### src/rtl/step_clock_ctrl_if.sv
// Signal bundle between the board button/switch logic and the step-clock controller.
// The controller attaches through the slave modport. The board side or a bench attaches through master.
interface step_clock_ctrl_if #(
  parameter int DIV_WIDTH   = 24,
  parameter int BURST_WIDTH = 8,
  parameter int CNT_WIDTH   = 16
);
  logic [1:0]             mode;
  logic [DIV_WIDTH-1:0]   div_value;
  logic [BURST_WIDTH-1:0] burst_len;
  logic                   btn_raw;
  logic                   step_en;
  logic                   busy;
  logic                   btn_level;
  logic [CNT_WIDTH-1:0]   step_count;

  modport master (
    output mode, div_value, burst_len, btn_raw,
    input  step_en, busy, btn_level, step_count
  );

  modport slave (
    input  mode, div_value, burst_len, btn_raw,
    output step_en, busy, btn_level, step_count
  );
endinterface

### src/rtl/step_clock_ctrl.sv
// Step-enable generator for the state-machine datapath. It supports hold, debounced single-step, divided free-run
// and N-step burst modes. Everything runs in the single clk domain, and the only output that gates other logic is step_en.
module step_clock_ctrl #(
  parameter int SYNC_STAGES     = 2,
  parameter int DEBOUNCE_CYCLES = 500000,
  parameter int DIV_WIDTH       = 24,
  parameter int BURST_WIDTH     = 8,
  parameter int CNT_WIDTH       = 16
) (
  input  logic             clk,
  input  logic             rst_n,
  step_clock_ctrl_if.slave bus
);

  localparam int DB_WIDTH = (DEBOUNCE_CYCLES > 1) ? $clog2(DEBOUNCE_CYCLES) : 1;
  localparam logic [DB_WIDTH-1:0] DB_LAST = DB_WIDTH'(DEBOUNCE_CYCLES - 1);
  localparam logic [BURST_WIDTH-1:0] BURST_ONE = {{(BURST_WIDTH-1){1'b0}}, 1'b1};

  localparam logic [1:0] MODE_HOLD   = 2'b00;
  localparam logic [1:0] MODE_SINGLE = 2'b01;
  localparam logic [1:0] MODE_FREE   = 2'b10;
  localparam logic [1:0] MODE_BURST  = 2'b11;

  typedef enum logic {
    S_IDLE,
    S_BURST
  } state_t;

  logic [SYNC_STAGES-1:0] r_sync;
  logic [DB_WIDTH-1:0]    r_db_cnt;
  logic                   r_btn_level;
  logic                   r_level_q;
  logic [1:0]             r_mode_q;
  logic [DIV_WIDTH-1:0]   r_div_cnt;
  logic [BURST_WIDTH-1:0] r_remaining;
  state_t                 r_state;
  logic                   r_step_en;
  logic                   r_busy;
  logic [CNT_WIDTH-1:0]   r_step_count;

  logic                   w_btn_s;
  logic                   w_press;
  logic [DIV_WIDTH-1:0]   w_div_eff;
  logic                   w_tick;
  state_t                 w_state_next;
  logic [DIV_WIDTH-1:0]   w_div_next;
  logic [BURST_WIDTH-1:0] w_rem_next;
  logic                   w_step_next;
  logic                   w_busy_next;

  assign w_btn_s = r_sync[SYNC_STAGES-1];
  assign w_press = r_btn_level & ~r_level_q;

  // The debounced level only moves after DEBOUNCE_CYCLES consecutive cycles of disagreement.
  always_ff @(posedge clk or negedge rst_n) begin
    if (!rst_n) begin
      r_sync      <= '0;
      r_db_cnt    <= '0;
      r_btn_level <= 1'b0;
      r_level_q   <= 1'b0;
    end else begin
      r_sync    <= {r_sync[SYNC_STAGES-2:0], bus.btn_raw};
      r_level_q <= r_btn_level;
      if (w_btn_s == r_btn_level) begin
        r_db_cnt <= '0;
      end else if (r_db_cnt == DB_LAST) begin
        r_btn_level <= w_btn_s;
        r_db_cnt    <= '0;
      end else begin
        r_db_cnt <= r_db_cnt + 1'b1;
      end
    end
  end

  // A mode change behaves as if the divider had already been cleared, so the first period is a full one.
  assign w_div_eff = (bus.mode != r_mode_q) ? '0 : r_div_cnt;
  assign w_tick    = (w_div_eff >= bus.div_value);

  always_comb begin
    w_state_next = r_state;
    w_div_next   = '0;
    w_rem_next   = r_remaining;
    w_step_next  = 1'b0;
    w_busy_next  = 1'b0;
    unique case (bus.mode)
      MODE_SINGLE: begin
        w_step_next = w_press;
      end
      MODE_FREE: begin
        w_step_next = w_tick;
        w_div_next  = w_tick ? '0 : w_div_eff + 1'b1;
      end
      MODE_BURST: begin
        if (r_state == S_IDLE) begin
          // The press itself counts as the first step, so the burst starts on the very next cycle.
          if (w_press && (bus.burst_len != '0)) begin
            w_step_next = 1'b1;
            w_busy_next = 1'b1;
            w_rem_next  = bus.burst_len - 1'b1;
            if (bus.burst_len != BURST_ONE) begin
              w_state_next = S_BURST;
            end
          end
        end else begin
          w_busy_next = 1'b1;
          if (w_tick) begin
            w_step_next = 1'b1;
            w_rem_next  = r_remaining - 1'b1;
            if (r_remaining == BURST_ONE) begin
              w_state_next = S_IDLE;
            end
          end else begin
            w_div_next = w_div_eff + 1'b1;
          end
        end
      end
      default: begin
      end
    endcase
    if (bus.mode != MODE_BURST) begin
      w_state_next = S_IDLE;
    end
  end

  always_ff @(posedge clk or negedge rst_n) begin
    if (!rst_n) begin
      r_state      <= S_IDLE;
      r_mode_q     <= MODE_HOLD;
      r_div_cnt    <= '0;
      r_remaining  <= '0;
      r_step_en    <= 1'b0;
      r_busy       <= 1'b0;
      r_step_count <= '0;
    end else begin
      r_state      <= w_state_next;
      r_mode_q     <= bus.mode;
      r_div_cnt    <= w_div_next;
      r_remaining  <= w_rem_next;
      r_step_en    <= w_step_next;
      r_busy       <= w_busy_next;
      r_step_count <= r_step_count + CNT_WIDTH'(w_step_next);
    end
  end

  assign bus.step_en    = r_step_en;
  assign bus.busy       = r_busy;
  assign bus.btn_level  = r_btn_level;
  assign bus.step_count = r_step_count;

endmodule
### src/flat_wrapper.sv
// flat-port wrapper written by rule: the top's interface ports become plain ports
module step_clock_ctrl_flat 
#(
  parameter int SYNC_STAGES     = 2,
  parameter int DEBOUNCE_CYCLES = 500000,
  parameter int DIV_WIDTH       = 24,
  parameter int BURST_WIDTH     = 8,
  parameter int CNT_WIDTH       = 16
)
  (clk, rst_n, bus_mode, bus_div_value, bus_burst_len, bus_btn_raw, bus_step_en, bus_busy, bus_btn_level, bus_step_count);
  step_clock_ctrl_if #(.DIV_WIDTH(DIV_WIDTH), .BURST_WIDTH(BURST_WIDTH), .CNT_WIDTH(CNT_WIDTH)) bus_i ();
  input  logic clk;
  input  logic rst_n;
  input wire logic [$bits(bus_i.mode)-1:0] bus_mode;
  input wire logic [$bits(bus_i.div_value)-1:0] bus_div_value;
  input wire logic [$bits(bus_i.burst_len)-1:0] bus_burst_len;
  input wire logic [$bits(bus_i.btn_raw)-1:0] bus_btn_raw;
  output wire logic [$bits(bus_i.step_en)-1:0] bus_step_en;
  output wire logic [$bits(bus_i.busy)-1:0] bus_busy;
  output wire logic [$bits(bus_i.btn_level)-1:0] bus_btn_level;
  output wire logic [$bits(bus_i.step_count)-1:0] bus_step_count;
  assign bus_i.mode = bus_mode;
  assign bus_i.div_value = bus_div_value;
  assign bus_i.burst_len = bus_burst_len;
  assign bus_i.btn_raw = bus_btn_raw;
  assign bus_step_en = bus_i.step_en;
  assign bus_busy = bus_i.busy;
  assign bus_btn_level = bus_i.btn_level;
  assign bus_step_count = bus_i.step_count;
  step_clock_ctrl #(.SYNC_STAGES(SYNC_STAGES), .DEBOUNCE_CYCLES(DEBOUNCE_CYCLES), .DIV_WIDTH(DIV_WIDTH), .BURST_WIDTH(BURST_WIDTH), .CNT_WIDTH(CNT_WIDTH)) u_core (.clk(clk), .rst_n(rst_n), .bus(bus_i));
endmodule
### config.mk
export PLATFORM = sky130hd
export DESIGN_NAME = step_clock_ctrl_flat
export DESIGN_NICKNAME = d
export VERILOG_FILES = /design/src/rtl/step_clock_ctrl_if.sv /design/src/rtl/step_clock_ctrl.sv /design/src/flat_wrapper.sv
export SDC_FILE = /design/constraint.sdc
export NUM_CORES = 1
export LEC_CHECK = 0
export ABC_CLOCK_PERIOD_IN_PS = 3750
export BUFFER_PORTS_ARGS = -buffer_cell sky130_fd_sc_hd__buf_2
export CORE_ASPECT_RATIO = 1.75
export CORE_MARGIN = 5
export CORE_UTILIZATION = 35
export CTS_CLUSTER_SIZE = 12
export DETAILED_ROUTE_END_ITERATION = 10
export PLACE_DENSITY_LB_ADDON = 0.1
export SLEW_MARGIN = 30
export SYNTH_ARGS = -nofsm -noshare
export SYNTH_HDL_FRONTEND = slang
export SYNTH_SLANG_ARGS = --single-unit
### constraint.sdc
create_clock -name clk -period 3.75 [get_ports clk]
set_input_delay 0.75 -clock clk [delete_from_list [all_inputs] [get_ports clk]]
set_output_delay 0.75 -clock clk [all_outputs]
set_load 0.05 [all_outputs]
* Yosys cells after proc, flatten, opt, wreduce, memory -nomap -nowiden
Cells that the tools add are included.
** Operators by class
- Add/subtract/negate cells :: 5
- Magnitude comparators :: 1
- Equal/unequal tests :: 10
- Multiplexer cells :: 22
- Bitwise operators :: 3
- Reductions and logical operators :: 6
** Operators by type and width (number)
- $mux W24 :: 3
- $pmux W24 S2 :: 1
- $mux W19 :: 2
- $add A24 B1 Y24 const B :: 1
- $ge A24 B24 Y1 :: 1
- $mux W8 :: 3
- $add A19 B1 Y19 const B :: 1
- $eq A19 B19 Y1 const B :: 1
- $add A16 B1 Y16 :: 1
- $sub A8 B1 Y8 const B :: 2
- $mux W1 :: 12
- $eq A8 B1 Y1 const B :: 1
- $ne A8 B1 Y1 const B :: 1
- $reduce_bool A8 Y1 :: 1
- $eq A2 B2 Y1 const B :: 2
- $ne A2 B2 Y1 const B :: 2
- $reduce_bool A2 Y1 :: 2
- $pmux W1 S3 :: 1
- $reduce_and A3 Y1 :: 1
- $eq A2 B1 Y1 const B :: 1
- $ne A2 B2 Y1 :: 1
- $not A1 Y1 :: 2
- $reduce_and A2 Y1 :: 1
- $and A1 B1 Y1 :: 1
- other kinds (2) :: 2
** Storage, ports and cells
- Register bits :: 76
- Input port bits :: 37
- Output and inout bits :: 19
- Word-level logic and storage cells :: 58

* Longest topological paths before layout
Gate-level depths: netlist of run 1.
- Word-level depth :: 7
- Gate-level depth with buffers :: 20
- Gate-level depth less buffers :: 19

* Worst setup path after synthesis of run 1
No wires, ideal clock.
- Kind :: input to register
- Start point :: input port bus_mode[1]
- End point :: register u_core.r_step_count[14] (netlist: u_core.bus.step_count[14])
- Arrival :: 4.193 ns
- Setup slack :: -0.584 ns
- Cell stages on the path :: 18
- Buffers on the path :: 1
- Cells stage by stage :: xor2_1 nor2_1 clkbuf_1 and2_1 ha_1 nand4_1 or4_4 o311a_4 nand2_4 o21ai_0 nand3_1 ha_1 ha_1 nand3_1 nor2_1 and3_1 nand4_1 xnor2_1
** On the way
- Word-level cells in the longest chain between the ends :: 7
** RTL lines
- from (decl) :: RTL line flat_wrapper.sv:14 : input wire logic [$bits(bus_i.mode)-1:0] bus_mode;
- $ne A2 B2 Y1 :: RTL line step_clock_ctrl.sv:76 : assign w_div_eff = (bus.mode != r_mode_q) ? '0 : r_div_cnt;
- $mux W24 :: RTL line step_clock_ctrl.sv:76
- $ge A24 B24 Y1 :: RTL line step_clock_ctrl.sv:77 : assign w_tick = (w_div_eff >= bus.div_value);
- $mux W1 :: RTL line step_clock_ctrl.sv:106 : if (w_tick) begin
- $mux W1 :: RTL line step_clock_ctrl.sv:94 : if (r_state == S_IDLE) begin
- $pmux W1 S3 (*) :: RTL line step_clock_ctrl.sv:85 : unique case (bus.mode)
- net u_core.w_step_next :: RTL line step_clock_ctrl.sv:48 : logic w_step_next;
- $add A16 B1 Y16 (*) :: RTL line step_clock_ctrl.sv:141 : r_step_count <= r_step_count + CNT_WIDTH'(w_step_next);
- to (signal assigned) :: RTL line step_clock_ctrl.sv:141
- to (decl) :: RTL line step_clock_ctrl.sv:39 : logic [CNT_WIDTH-1:0] r_step_count;
The timed path passes the listed nets; every way through them passes the cells marked *.
A chain may end at the register's enable or synchronous reset.

* Final worst setup path of run 1
- Start point :: input port bus_mode[0]
- End point :: register u_core.r_step_count[14] (netlist: u_core.bus.step_count[14])
Same word-level chain as after synthesis.

==> results of run 1 <==
## layout by cell type, fill, tap and decap left out, types with 8 or more instances in the layout
| cell | count |
|---|---|
| sky130_fd_sc_hd__a21oi_1 | 16 |
| sky130_fd_sc_hd__and3_1 | 11 |
| sky130_fd_sc_hd__nand2_1 | 40 |
| sky130_fd_sc_hd__xor2_1 | 29 |
| sky130_fd_sc_hd__ha_4 | 8 |
| sky130_fd_sc_hd__buf_2 | 52 |
| sky130_fd_sc_hd__buf_4 | 49 |
| sky130_fd_sc_hd__nor2_1 | 63 |
| sky130_fd_sc_hd__xnor2_1 | 30 |
| sky130_fd_sc_hd__and2_1 | 12 |
| sky130_fd_sc_hd__ha_1 | 24 |
| sky130_fd_sc_hd__inv_1 | 37 |
| sky130_fd_sc_hd__nand3_1 | 24 |
| sky130_fd_sc_hd__nand4_1 | 16 |
| sky130_fd_sc_hd__dfrtp_1 | 75 |
| sky130_fd_sc_hd__nor3_1 | 17 |
| sky130_fd_sc_hd__clkbuf_16 | 9 |
## cells by family after synthesis
logic type	Yosys count
AND/OR/NAND/NOR	227
flip-flops	76
XOR/XNOR	61
buffers and inverters	48
AO/OA/AOI/OAI	47
adder cells (fa/ha/maj)	32
multiplexers	3
## how the worst max path moves through the flow
stage / cells after the start / start / endpoint
after floorplan: 18 / bus_mode[0] / u_core.bus.step_count[14]
after global placement: 20 / bus_mode[0] / u_core.bus.step_count[14]
after detailed placement: 19 / bus_mode[0] / u_core.bus.step_count[14]
after CTS: 19 / bus_mode[0] / u_core.bus.step_count[14]
after global routing: 19 / bus_mode[0] / u_core.bus.step_count[14]
final: 19 / bus_mode[0] / u_core.bus.step_count[14]
## worst max-delay path: stages
cell and delay, ps:
sky130_fd_sc_hd__buf_8 100, sky130_fd_sc_hd__xor2_4 150, sky130_fd_sc_hd__buf_6 120, sky130_fd_sc_hd__or2_4 270
sky130_fd_sc_hd__nor2_4 170, sky130_fd_sc_hd__ha_4 140, sky130_fd_sc_hd__nand4_1 110, sky130_fd_sc_hd__or4_4 560
sky130_fd_sc_hd__o311a_4 340, sky130_fd_sc_hd__nand2_4 70, sky130_fd_sc_hd__o21ai_2 50, sky130_fd_sc_hd__nand3_2 120
sky130_fd_sc_hd__ha_4 160, sky130_fd_sc_hd__ha_4 140, sky130_fd_sc_hd__nand3_4 80, sky130_fd_sc_hd__nor2_4 100
sky130_fd_sc_hd__and3_4 180, sky130_fd_sc_hd__nand4_1 110, sky130_fd_sc_hd__xnor2_1 140
## power by group
part	switching [mW]	internal, mW
sequential	0.00552	0.825
clock	0.386	0.596
combinational	0.0804	0.0660
## layout make-up
cell class,count,share of cell area (%)
Sequential cell,76,31.9
Timing Repair Buffer,107,12.0
Clock buffer,9,3.78
Clock inverter,7,1.81
Multi-Input combinational cell,370,44.5
Tap cell,171,3.59
Inverter,38,2.39
## per-layer routing
layer	part of all wire, %	wire, µm	vias up	global-route usage, %
met2	56	6350	50	29.0
met1	39	4470	1846	17.5
met4	2.1	238	0	5.38
met3	2.8	322	14	2.83
li1	-	-	1902	-
met5	0	0	-	0
## registers in the layout, summed over array words and instances (netlist names)
register and cells:
u_core.bus.btn_level 1, u_core.bus.busy 1, u_core.bus.step_count 16, u_core.bus.step_en 1, u_core.r_db_cnt 19, u_core.r_div_cnt 24
u_core.r_level_q 1, u_core.r_mode_q 2, u_core.r_remaining 8, u_core.r_state 1, u_core.r_sync 2
## what timing repair did
action	4_1_cts	5_1_grt
pin swaps	1	13
resized for setup	1	22
setup buffers	0	9
endpoints found under the setup margin	1	10
==> results.ini, run 1 <==
[run_status]
run_status=finished clean

[power]
power_mw=1.96
max-vdd-ir-drop_mv=0.269
power_density_over_the_cells_nw_per_um2=329
cellLeakagePower_nw=2.83

[job]
max_cap_viol_count=0

[critical_path]
worst_setup_path_end_kind=flip-flop
criticalPathCategory=in -> reg
worst_r2r_endpoint=u_core.bus.step_count[14]
worst-endpoint-required_ps=3980
critPathArrivalTime_ps=3880
type_of_element_launching_the_critical_path=input pin
crit_path_max_fanout=4
r2r_cells=18
worstReg2RegStart=u_core.r_mode_q[0]
rrSetupSlack_ps=140

[drt]
drt-pass1-iter-count=4
per_cell_via_count_in_the_routed_design=4.90
post-route-drc-count=0
detailedRoute.firstIterationViolations=127
wire_length_after_detailed_routing_mm=11.4
via_count=3812
routedWlPerCell_um=14.6
antenna_violating_nets_post_route=0

[sta]
worst-slew-pin-transition_ps=713
min_period_ps=3640
finalMaxSlewViolations=0
final.setup.worst_slack_ps=107
rsz0062_at_grt=true
timing.setup.tns_ps=0
setup_viol=0
final.period_utilization_pct=97.1
final.hold.worst_slack_ps=352
maxClockFrequency_mhz=275
skew_ps=8.73
final_hold_viol_count=0
slew_headroom_pct=52.5

[floorplan]
floorplan.core_area_um2=12800
design.portCount=56
start_util_pct=35.3
die_area_um2=15400
die_y_um=160
fp.dieW_um=95.9
num_rows=55

[clock_network]
clkTransAtPathRegs_ps=70
cts_htree_levels=3
clock_sinks=76
cts_tree=built
tritoncts.num_buffers=9
clockRootBuffer=sky130_fd_sc_hd__clkbuf_16
cts_hold_buf=0
worst_skew_pair.late_latency_ps=340
clock_tree.buffer_depth=2

[logic_synthesis]
share_of_the_synthesized_area_in_compound_gates_ao_oa_aoi_oai_pct=7.12
synth-async-reset-ratio_pct=100
synth_edf_count=0
synth_area_leader_cell=sky130_fd_sc_hd__dfrtp_1
synth_area_leaders=sky130_fd_sc_hd__dfrtp_1 42%, sky130_fd_sc_hd__ha_1 8.9%, sky130_fd_sc_hd__xor2_1 6.0%, sky130_fd_sc_hd__xnor2_1 5.8%, sky130_fd_sc_hd__nor2_1 5.7%
yosysMostFrequentCell=sky130_fd_sc_hd__dfrtp_1
synth.top_cells.by_count=76 x sky130_fd_sc_hd__dfrtp_1, 68 x sky130_fd_sc_hd__nor2_1, 41 x sky130_fd_sc_hd__nand2_1
mappedNetlistArea_um2=4520
yosys-mux-area-fraction_pct=0.693
synth.lib_cells_used.distinct=51
synth_top_cell_area_share_pct=42.1
post_synthesis_sequential_area_ratio_pct=42.1
mean_post_synth_cell_area_um2=9.14
ys_ff_latch=76
netlist_instances=494
ys.warnings.count=0
synth_top_family_by_area=simple AND/OR/NAND/NOR gates
adder_cell_fraction_of_synth_area_pct=8.87
synthXorXnorAreaFrac_pct=11.8
synth_simple_gate_area_share_pct=25.2
synth_top_flop_cell=sky130_fd_sc_hd__dfrtp_1
synthesis.nets=563

[placement]
preCtsSetupSlack_ps=-437
hpwlAfterDp_mm=8.52
gp_routability_congestion=0.802
io_buffers=55
dpl.cell_count=753
placed_cell_area_um2=5430

[min_path]
hold_path_class=reg -> reg
hold-path-endpoint=u_core.r_sync[1]
worst_hold_startpoint=u_core.r_sync[0]
worstHoldPathCells=0

[finish]
areaGrowthSynthToFinish_pct=31.9
fin_nets=671
layout.core_utilization_pct=46.5
finished_cell_area_um2=5960
final-seq-area_um2=1900
antenna-diode-count=0
nFillCells=1281
multi_input_comb_area_um2=2650
post_route_cells_drive_above_1_share_pct=26.9
stdcell_count=778

[global_routing]
grt_antenna_before_repair=0
gr-total-overflow=0
via_count_of_the_first_global_routing_pass=3923
grt_start_max_net_pins=77
grt_first_pass_wirelength_mm=18.9
grt_use_total_pct=15.7

Power figures use the tool's default switching activity.
==> run 2, diff against run 1 <==
--- a/config.mk
+++ b/config.mk
@@ -10,6 +10,7 @@
 export CORE_ASPECT_RATIO = 1.75
 export CORE_MARGIN = 5
 export CORE_UTILIZATION = 35
+export CTS_BUF_LIST = sky130_fd_sc_hd__clkbuf_8
 export CTS_CLUSTER_SIZE = 12
 export DETAILED_ROUTE_END_ITERATION = 10
 export PLACE_DENSITY_LB_ADDON = 0.1
==> run 2 against run 1 <==
Net effect: hold slack improved by 4.6 ps; clock skew rose by 6.1 ps; routed wire length fell by 0.65%; combinational power barely moved; core utilization fell by 1.1 points; highest routed layer unchanged; non-clock buffer count fell by 2; critical path type unchanged; cell area fell by 2.4%.
==> results.ini, run 2 (same netlist as run 1, synthesis figures left out) <==
[sta]
final.setup.worst_slack_ps=133  ; was 107 ps
maxClockFrequency_mhz=276  ; was 275 MHz
rsz0062_at_grt=true  ; unchanged
skew_ps=14.8  ; was 8.73 ps
final.period_utilization_pct=96.4  ; was 97.1%
min_period_ps=3620  ; was 3640 ps
final_hold_viol_count=0  ; unchanged
finalMaxSlewViolations=0  ; unchanged
slew_headroom_pct=51.2  ; was 52.5%
setup_viol=0  ; unchanged
worst-slew-pin-transition_ps=731  ; was 713 ps

[critical_path]
critical_path.cell_chain=buf_4 > xor2_4 > buf_4 > or2_4 > nor2_4 > ha_1 > nand4_1 > or4_4 > o311a_4 > nand2_4 > o21ai_2 > nand3_2 > ha_4 > ha_4 > nand3_4 > nor2_4 > and3_4 > nand4_1 > xnor2_1  ; was buf_8 > xor2_4 > buf_6 > or2_4 > nor2_4 > ha_4 > nand4_1 > or4_4 > o311a_4 > nand2_4 > o21ai_2 > nand3_2 > ha_4 > ha_4 > nand3_4 > nor2_4 > and3_4 > nand4_1 > xnor2_1
cpLargestDelayFamily=simple AND/OR/NAND/NOR gates  ; unchanged
critical_path.n_buffers_inverters=2  ; unchanged
type_of_element_launching_the_critical_path=input pin  ; unchanged
worst_path_max_delay_cell=sky130_fd_sc_hd__or4_4  ; unchanged
crit_path_max_fanout=4  ; unchanged
criticalPathCategory=in -> reg  ; unchanged
critPathArrivalTime_ps=3880  ; about the same
worst-endpoint-required_ps=4010  ; was 3980 ps
worst_setup_path_end_kind=flip-flop  ; unchanged
critical_path.max_stage_delay_ps=560  ; about the same

[power]
netSwitchingPower_uw=441  ; was 472 µW
power.share.combinational_pct=8.4  ; was 7.5%
power_density_over_the_cells_nw_per_um2=295  ; was 329 nW/µm²
fraction_of_power_spent_switching_nets_pct=25.7  ; was 24.1%
power_mw=1.72  ; was 1.96 mW
max-vdd-ir-drop_mv=0.142  ; was 0.269 mV
cellLeakagePower_nw=2.77  ; was 2.83 nW
cellInternalPower_mw=1.28  ; was 1.49 mW
power.share.sequential_pct=48.3  ; was 42.4%
clock_power_share_pct=43.3  ; was 50.1%

[min_path]
hold_path_class=reg -> reg  ; unchanged

[clock_network]
worst_skew_pair.late_latency_ps=360  ; was 340 ps
clock_tree.buffer_depth=2  ; unchanged
clockRootBuffer=sky130_fd_sc_hd__clkbuf_8  ; was sky130_fd_sc_hd__clkbuf_16
clock_sinks=76  ; unchanged
cts_htree_levels=3  ; unchanged
cts_tree=built  ; unchanged
tritoncts.num_buffers=9  ; unchanged
clkTransAtPathRegs_ps=100  ; was 70 ps

[finish]
post_route_cells_drive_above_1_share_pct=26.4  ; was 26.9%
stdcell_count=776  ; was 778
antenna-diode-count=0  ; unchanged
final-seq-area_um2=1900  ; about the same
areaGrowthSynthToFinish_pct=28.7  ; was 31.9%
multi_input_comb_area_um2=2630  ; was 2650 µm²
layout.core_utilization_pct=45.4  ; was 46.5%
most_common_library_cell_in_the_layout_ignoring_fill_and_taps=sky130_fd_sc_hd__dfrtp_1  ; unchanged
mostFrequentLayoutCells=74 x sky130_fd_sc_hd__dfrtp_1, 63 x sky130_fd_sc_hd__nor2_1, 52 x sky130_fd_sc_hd__buf_2, 49 x sky130_fd_sc_hd__buf_4, 40 x sky130_fd_sc_hd__nand2_1  ; was 75 x sky130_fd_sc_hd__dfrtp_1, 63 x sky130_fd_sc_hd__nor2_1, 52 x sky130_fd_sc_hd__buf_2, 49 x sky130_fd_sc_hd__buf_4, 40 x sky130_fd_sc_hd__nand2_1
registers.top_by_ff_count=u_core.r_div_cnt  ; unchanged
fin_nets=669  ; was 671
nFillCells=1298  ; was 1281
finished_cell_area_um2=5810  ; was 5960 µm²
flip_flop_count_of_the_largest_register_all_copies_and_words_added=24  ; unchanged

[job]
max_cap_viol_count=0  ; unchanged

[drt]
detailedRoute.firstIterationViolations=94  ; was 127
via_count=3779  ; was 3812
antenna_violating_nets_post_route=0  ; unchanged
routedWlPerCell_um=14.6  ; about the same
per_cell_via_count_in_the_routed_design=4.87  ; was 4.90
drt-pass1-iter-count=4  ; unchanged
wire_length_after_detailed_routing_mm=11.3  ; was 11.4 mm
post-route-drc-count=0  ; unchanged

[global_routing]
grt_first_pass_wirelength_mm=18.8  ; was 18.9 mm
gr-total-overflow=0  ; unchanged
grt_use_total_pct=15.6  ; was 15.7%
via_count_of_the_first_global_routing_pass=3901  ; was 3923
grt_antenna_before_repair=0  ; unchanged
grt_start_max_net_pins=77  ; unchanged

[floorplan]
design.portCount=56  ; unchanged
num_rows=55  ; unchanged
fp.dieW_um=95.9  ; unchanged
die_y_um=160  ; unchanged
start_util_pct=35.3  ; unchanged
die_area_um2=15400  ; unchanged
floorplan.core_area_um2=12800  ; unchanged

[run_status]
run_status=finished clean  ; unchanged

[placement]
gp_routability_congestion=0.802  ; unchanged
preCtsSetupSlack_ps=-437  ; unchanged
hpwlAfterDp_mm=8.52  ; unchanged
placed_cell_area_um2=5430  ; unchanged
io_buffers=55  ; unchanged
dpl.cell_count=753  ; unchanged

run 2: changes by cell type in the layout (fill, tap and decap cells not counted):
cell / before / now
sky130_fd_sc_hd__nor2_4: 4 / 3
sky130_fd_sc_hd__and3_1: 11 / 12
sky130_fd_sc_hd__and3_4: 2 / 1
sky130_fd_sc_hd__nor2_2: 1 / 2
sky130_fd_sc_hd__ha_1: 24 / 25
sky130_fd_sc_hd__clkbuf_16: 9 / 0
sky130_fd_sc_hd__dfrtp_2: 1 / 2
sky130_fd_sc_hd__buf_6: 3 / 1
sky130_fd_sc_hd__dfrtp_1: 75 / 74
sky130_fd_sc_hd__clkbuf_8: 0 / 9
sky130_fd_sc_hd__ha_4: 8 / 7
run 2: final cells by class:
type | count | area share [%]
multi-input combinational | 370 | 45.2
inverter | 38 | 2.45
tap | 171 | 3.68
clock inverter | 7 | 1.85
clock buffer | 9 | 2.13
sequential | 76 | 32.8
timing repair buffer | 105 | 11.9
run 2: power by group through the flow:
| stage | Combinational [mW] | Sequential [mW] | Clock, mW |
|---|---|---|---|
| detailed placement | 0.139 | 0.846 | 0 |
| floorplan | 0.0634 | 0.846 | 0 |
| CTS | 0.139 | 0.830 | 0.773 |
| global route | 0.162 | 0.831 | 0.800 |
| finish | 0.144 | 0.830 | 0.744 |
| global placement | 0.135 | 0.846 | 0 |
run 2: worst paths after layout:
path | from | endpoint | slack [ps] | depth (start not counted)
worst max-delay path | bus_mode[0] | u_core.bus.step_count[14] | 130 | 19
worst min-delay path | u_core.r_sync[0] | u_core.r_sync[1] | 360 | 0
worst max register to register | u_core.r_mode_q[0] | u_core.bus.step_count[14] | 170 | 18
worst min register to register | u_core.r_sync[0] | u_core.r_sync[1] | 360 | 0
max in group asynchronous | rst_n | u_core.r_mode_q[1] | 2790 | 1
min in group asynchronous | rst_n | u_core.r_div_cnt[8] | 390 | 1
run 2: timing repair:
item / 4_1_cts / 5_1_grt
resized for setup: 1 / 18
hold buffers: 0 / 0
setup endpoints to repair: 1 / 9
buffers inserted: 0 / 7
cloned: 0 / 0
pin swaps: 1 / 12
run 2: layer usage:
metal | track usage [%] | routed length (µm) | up-vias
met2 | 28.9 | 6260 | 47
met1 | 17.5 | 4490 | 1826
met4 | 4.99 | 245 | 0
met3 | 2.83 | 315 | 13
li1 | - | - | 1893
met5 | 0 | 0 | -
run 2: through the flow:
stage | hold WS, ps | TNS, ps
CTS | 359 | 0
floorplan | 331 | -865
global placement | 336 | -2740
global route | 384 | -201
detailed placement | 340 | -3490
finish | 356 | 0
==> run 3, diff against run 2 <==
--- a/config.mk
+++ b/config.mk
@@ -7,12 +7,14 @@
 export LEC_CHECK = 0
 export ABC_CLOCK_PERIOD_IN_PS = 3750
 export BUFFER_PORTS_ARGS = -buffer_cell sky130_fd_sc_hd__buf_2
+export CAP_MARGIN = 20
 export CORE_ASPECT_RATIO = 1.75
 export CORE_MARGIN = 5
 export CORE_UTILIZATION = 35
 export CTS_BUF_LIST = sky130_fd_sc_hd__clkbuf_8
 export CTS_CLUSTER_SIZE = 12
 export DETAILED_ROUTE_END_ITERATION = 10
+export MAX_ROUTING_LAYER = met4
 export PLACE_DENSITY_LB_ADDON = 0.1
 export SLEW_MARGIN = 30
 export SYNTH_ARGS = -nofsm -noshare
==> run 3 against run 2 <==
Net effect: global-route usage rose by 0.45 points; core utilization unchanged; setup slack got worse by 5.6 ps; hold slack is essentially flat; clock power about the same; cell count did not move; fmax decreased by 0.16%; count of clock-buffer cells in the layout is the same; first-iteration DRC count shrank 14%; power about the same; sequential power about the same.
==> results.ini, run 3 (same netlist as run 1, synthesis figures left out) <==
[sta]
final_hold_viol_count=0  ; unchanged
final.period_utilization_pct=96.6  ; was 96.4%
maxClockFrequency_mhz=276  ; about the same
slew_headroom_pct=52.1  ; was 51.2%
skew_ps=14.9  ; was 14.8 ps
finalMaxSlewViolations=0  ; unchanged
setup_viol=0  ; unchanged
rsz0062_at_grt=true  ; unchanged
min_period_ps=3620  ; about the same
worst-slew-pin-transition_ps=718  ; was 731 ps

[drt]
post-route-drc-count=0  ; unchanged
routedWlPerCell_um=14.6  ; about the same
detailedRoute.firstIterationViolations=81  ; was 94
drt-pass1-iter-count=4  ; unchanged
per_cell_via_count_in_the_routed_design=4.89  ; was 4.87
antenna_violating_nets_post_route=0  ; unchanged
via_count=3791  ; was 3779
wire_length_after_detailed_routing_mm=11.3  ; about the same

[floorplan]
die_y_um=160  ; unchanged
fp.dieW_um=95.9  ; unchanged
die_area_um2=15400  ; unchanged
design.portCount=56  ; unchanged
num_rows=55  ; unchanged
start_util_pct=35.3  ; unchanged
floorplan.core_area_um2=12800  ; unchanged

[global_routing]
grt_first_pass_wirelength_mm=18.8  ; unchanged
gr-total-overflow=0  ; unchanged
grt_start_max_net_pins=77  ; unchanged
grt_antenna_before_repair=0  ; unchanged
via_count_of_the_first_global_routing_pass=3902  ; was 3901
grt_use_total_pct=16.1  ; was 15.6%

[critical_path]
criticalPathCategory=in -> reg  ; unchanged
worst-endpoint-required_ps=4010  ; about the same
critical_path.cell_chain=buf_4 > xor2_4 > buf_4 > or2_4 > nor2_4 > ha_1 > nand4_1 > or4_4 > o311a_4 > nand2_4 > o21ai_2 > nand3_2 > ha_4 > ha_4 > nand3_4 > nor2_4 > and3_4 > nand4_1 > xnor2_1  ; unchanged
crit_path_max_fanout=4  ; unchanged
worst_path_max_delay_cell=sky130_fd_sc_hd__or4_4  ; unchanged
type_of_element_launching_the_critical_path=input pin  ; unchanged
cpLargestDelayFamily=simple AND/OR/NAND/NOR gates  ; unchanged
worstReg2RegStart=u_core.r_mode_q[0]  ; unchanged
critical_path.max_stage_delay_ps=560  ; about the same
rrSetupSlack_ps=160  ; was 170 ps
r2r_cells=18  ; unchanged
critPathArrivalTime_ps=3880  ; about the same
worst_setup_path_end_kind=flip-flop  ; unchanged
worst_r2r_endpoint=u_core.bus.step_count[14]  ; unchanged
critical_path.n_buffers_inverters=2  ; unchanged

[clock_network]
tritoncts.num_buffers=9  ; unchanged
cts_hold_buf=0  ; unchanged
cts_htree_levels=3  ; unchanged
clkTransAtPathRegs_ps=100  ; about the same
worst_skew_pair.late_latency_ps=360  ; about the same
clock_sinks=76  ; unchanged
clockRootBuffer=sky130_fd_sc_hd__clkbuf_8  ; unchanged
clock_tree.buffer_depth=2  ; unchanged
cts_tree=built  ; unchanged

[power]
cellLeakagePower_nw=2.77  ; unchanged
netSwitchingPower_uw=441  ; about the same
power_mw=1.72  ; about the same
fraction_of_power_spent_switching_nets_pct=25.7  ; about the same
clock_power_share_pct=43.3  ; about the same
power.share.combinational_pct=8.4  ; about the same
power_density_over_the_cells_nw_per_um2=295  ; about the same
cellInternalPower_mw=1.28  ; unchanged
power.share.sequential_pct=48.3  ; about the same
max-vdd-ir-drop_mv=0.142  ; about the same

[finish]
nFillCells=1298  ; unchanged
areaGrowthSynthToFinish_pct=28.7  ; unchanged
registers.top_by_ff_count=u_core.r_div_cnt  ; unchanged
mostFrequentLayoutCells=74 x sky130_fd_sc_hd__dfrtp_1, 63 x sky130_fd_sc_hd__nor2_1, 52 x sky130_fd_sc_hd__buf_2, 49 x sky130_fd_sc_hd__buf_4, 40 x sky130_fd_sc_hd__nand2_1  ; unchanged
antenna-diode-count=0  ; unchanged
fin_nets=669  ; unchanged
finished_cell_area_um2=5810  ; unchanged
flip_flop_count_of_the_largest_register_all_copies_and_words_added=24  ; unchanged
most_common_library_cell_in_the_layout_ignoring_fill_and_taps=sky130_fd_sc_hd__dfrtp_1  ; unchanged
post_route_cells_drive_above_1_share_pct=26.4  ; unchanged

[min_path]
worst_hold_startpoint=u_core.r_sync[0]  ; unchanged
worstHoldPathCells=0  ; unchanged
hold-path-endpoint=u_core.r_sync[1]  ; unchanged
hold_path_class=reg -> reg  ; unchanged

[placement]
io_buffers=55  ; unchanged
hpwlAfterDp_mm=8.52  ; unchanged
gp_routability_congestion=0.814  ; was 0.802
placed_cell_area_um2=5430  ; unchanged

[run_status]
run_status=finished clean  ; unchanged

[job]
max_cap_viol_count=0  ; unchanged

[run 3: area by class of cell]
| class | count | area [µm²] | share of cell area, % |
|---|---|---|---|
| inverter | 38 | 143 | 2.45 |
| clock buffer | 9 | 124 | 2.13 |
| tap | 171 | 214 | 3.68 |
| clock inverter | 7 | 108 | 1.85 |
| timing repair buffer | 105 | 694 | 11.9 |
| multi-input combinational | 370 | 2630 | 45.2 |
| sequential | 76 | 1900 | 32.8 |
[run 3: worst max-delay path by stage]
stage,start,to,cells after the start
after floorplan,bus_mode[0],u_core.bus.step_count[14],18
after global placement,bus_mode[0],u_core.bus.step_count[14],20
after detailed placement,bus_mode[0],u_core.bus.step_count[14],19
after CTS,bus_mode[0],u_core.bus.step_count[14],19
after global routing,bus_mode[0],u_core.bus.step_count[14],19
final,bus_mode[0],u_core.bus.step_count[14],19
[run 3: power by group through the flow]
| stage | combinational, mW | sequential, mW | clock, mW |
|---|---|---|---|
| 5_1_grt | 0.162 | 0.831 | 0.800 |
| 3_3_place_gp | 0.135 | 0.846 | 0 |
| 2_1_floorplan | 0.0634 | 0.846 | 0 |
| 6_report | 0.144 | 0.830 | 0.743 |
| 4_1_cts | 0.139 | 0.830 | 0.773 |
| 3_5_place_dp | 0.139 | 0.846 | 0 |
[run 3: repair_timing]
item / in CTS / in global routing
resized for setup: 1 / 18
hold endpoints to repair: 0 / 0
buffers inserted: 0 / 7
setup endpoints to repair: 1 / 9
pin swaps: 1 / 12
[run 3: stage by stage]
step	setup WS (ps)	util [%]	TNS [ps]	std cells	hold slack (ps)
after floorplan	-268	-	-865	494	331
after global placement	-353	42.4	-2740	753	336
after detailed placement	-437	42.4	-3490	753	340
after CTS	47.9	44.3	0	769	359
after global routing	-66.1	45.4	-201	776	384
final	128	45.4	0	776	356
[run 3: layer usage]
| metal | track usage [%] | share of wire [%] |
|---|---|---|
| met5 | - | 0 |
| met1 | 17.5 | 39 |
| met2 | 28.9 | 56 |
| met4 | 4.99 | 2.1 |
| met3 | 2.83 | 3.1 |
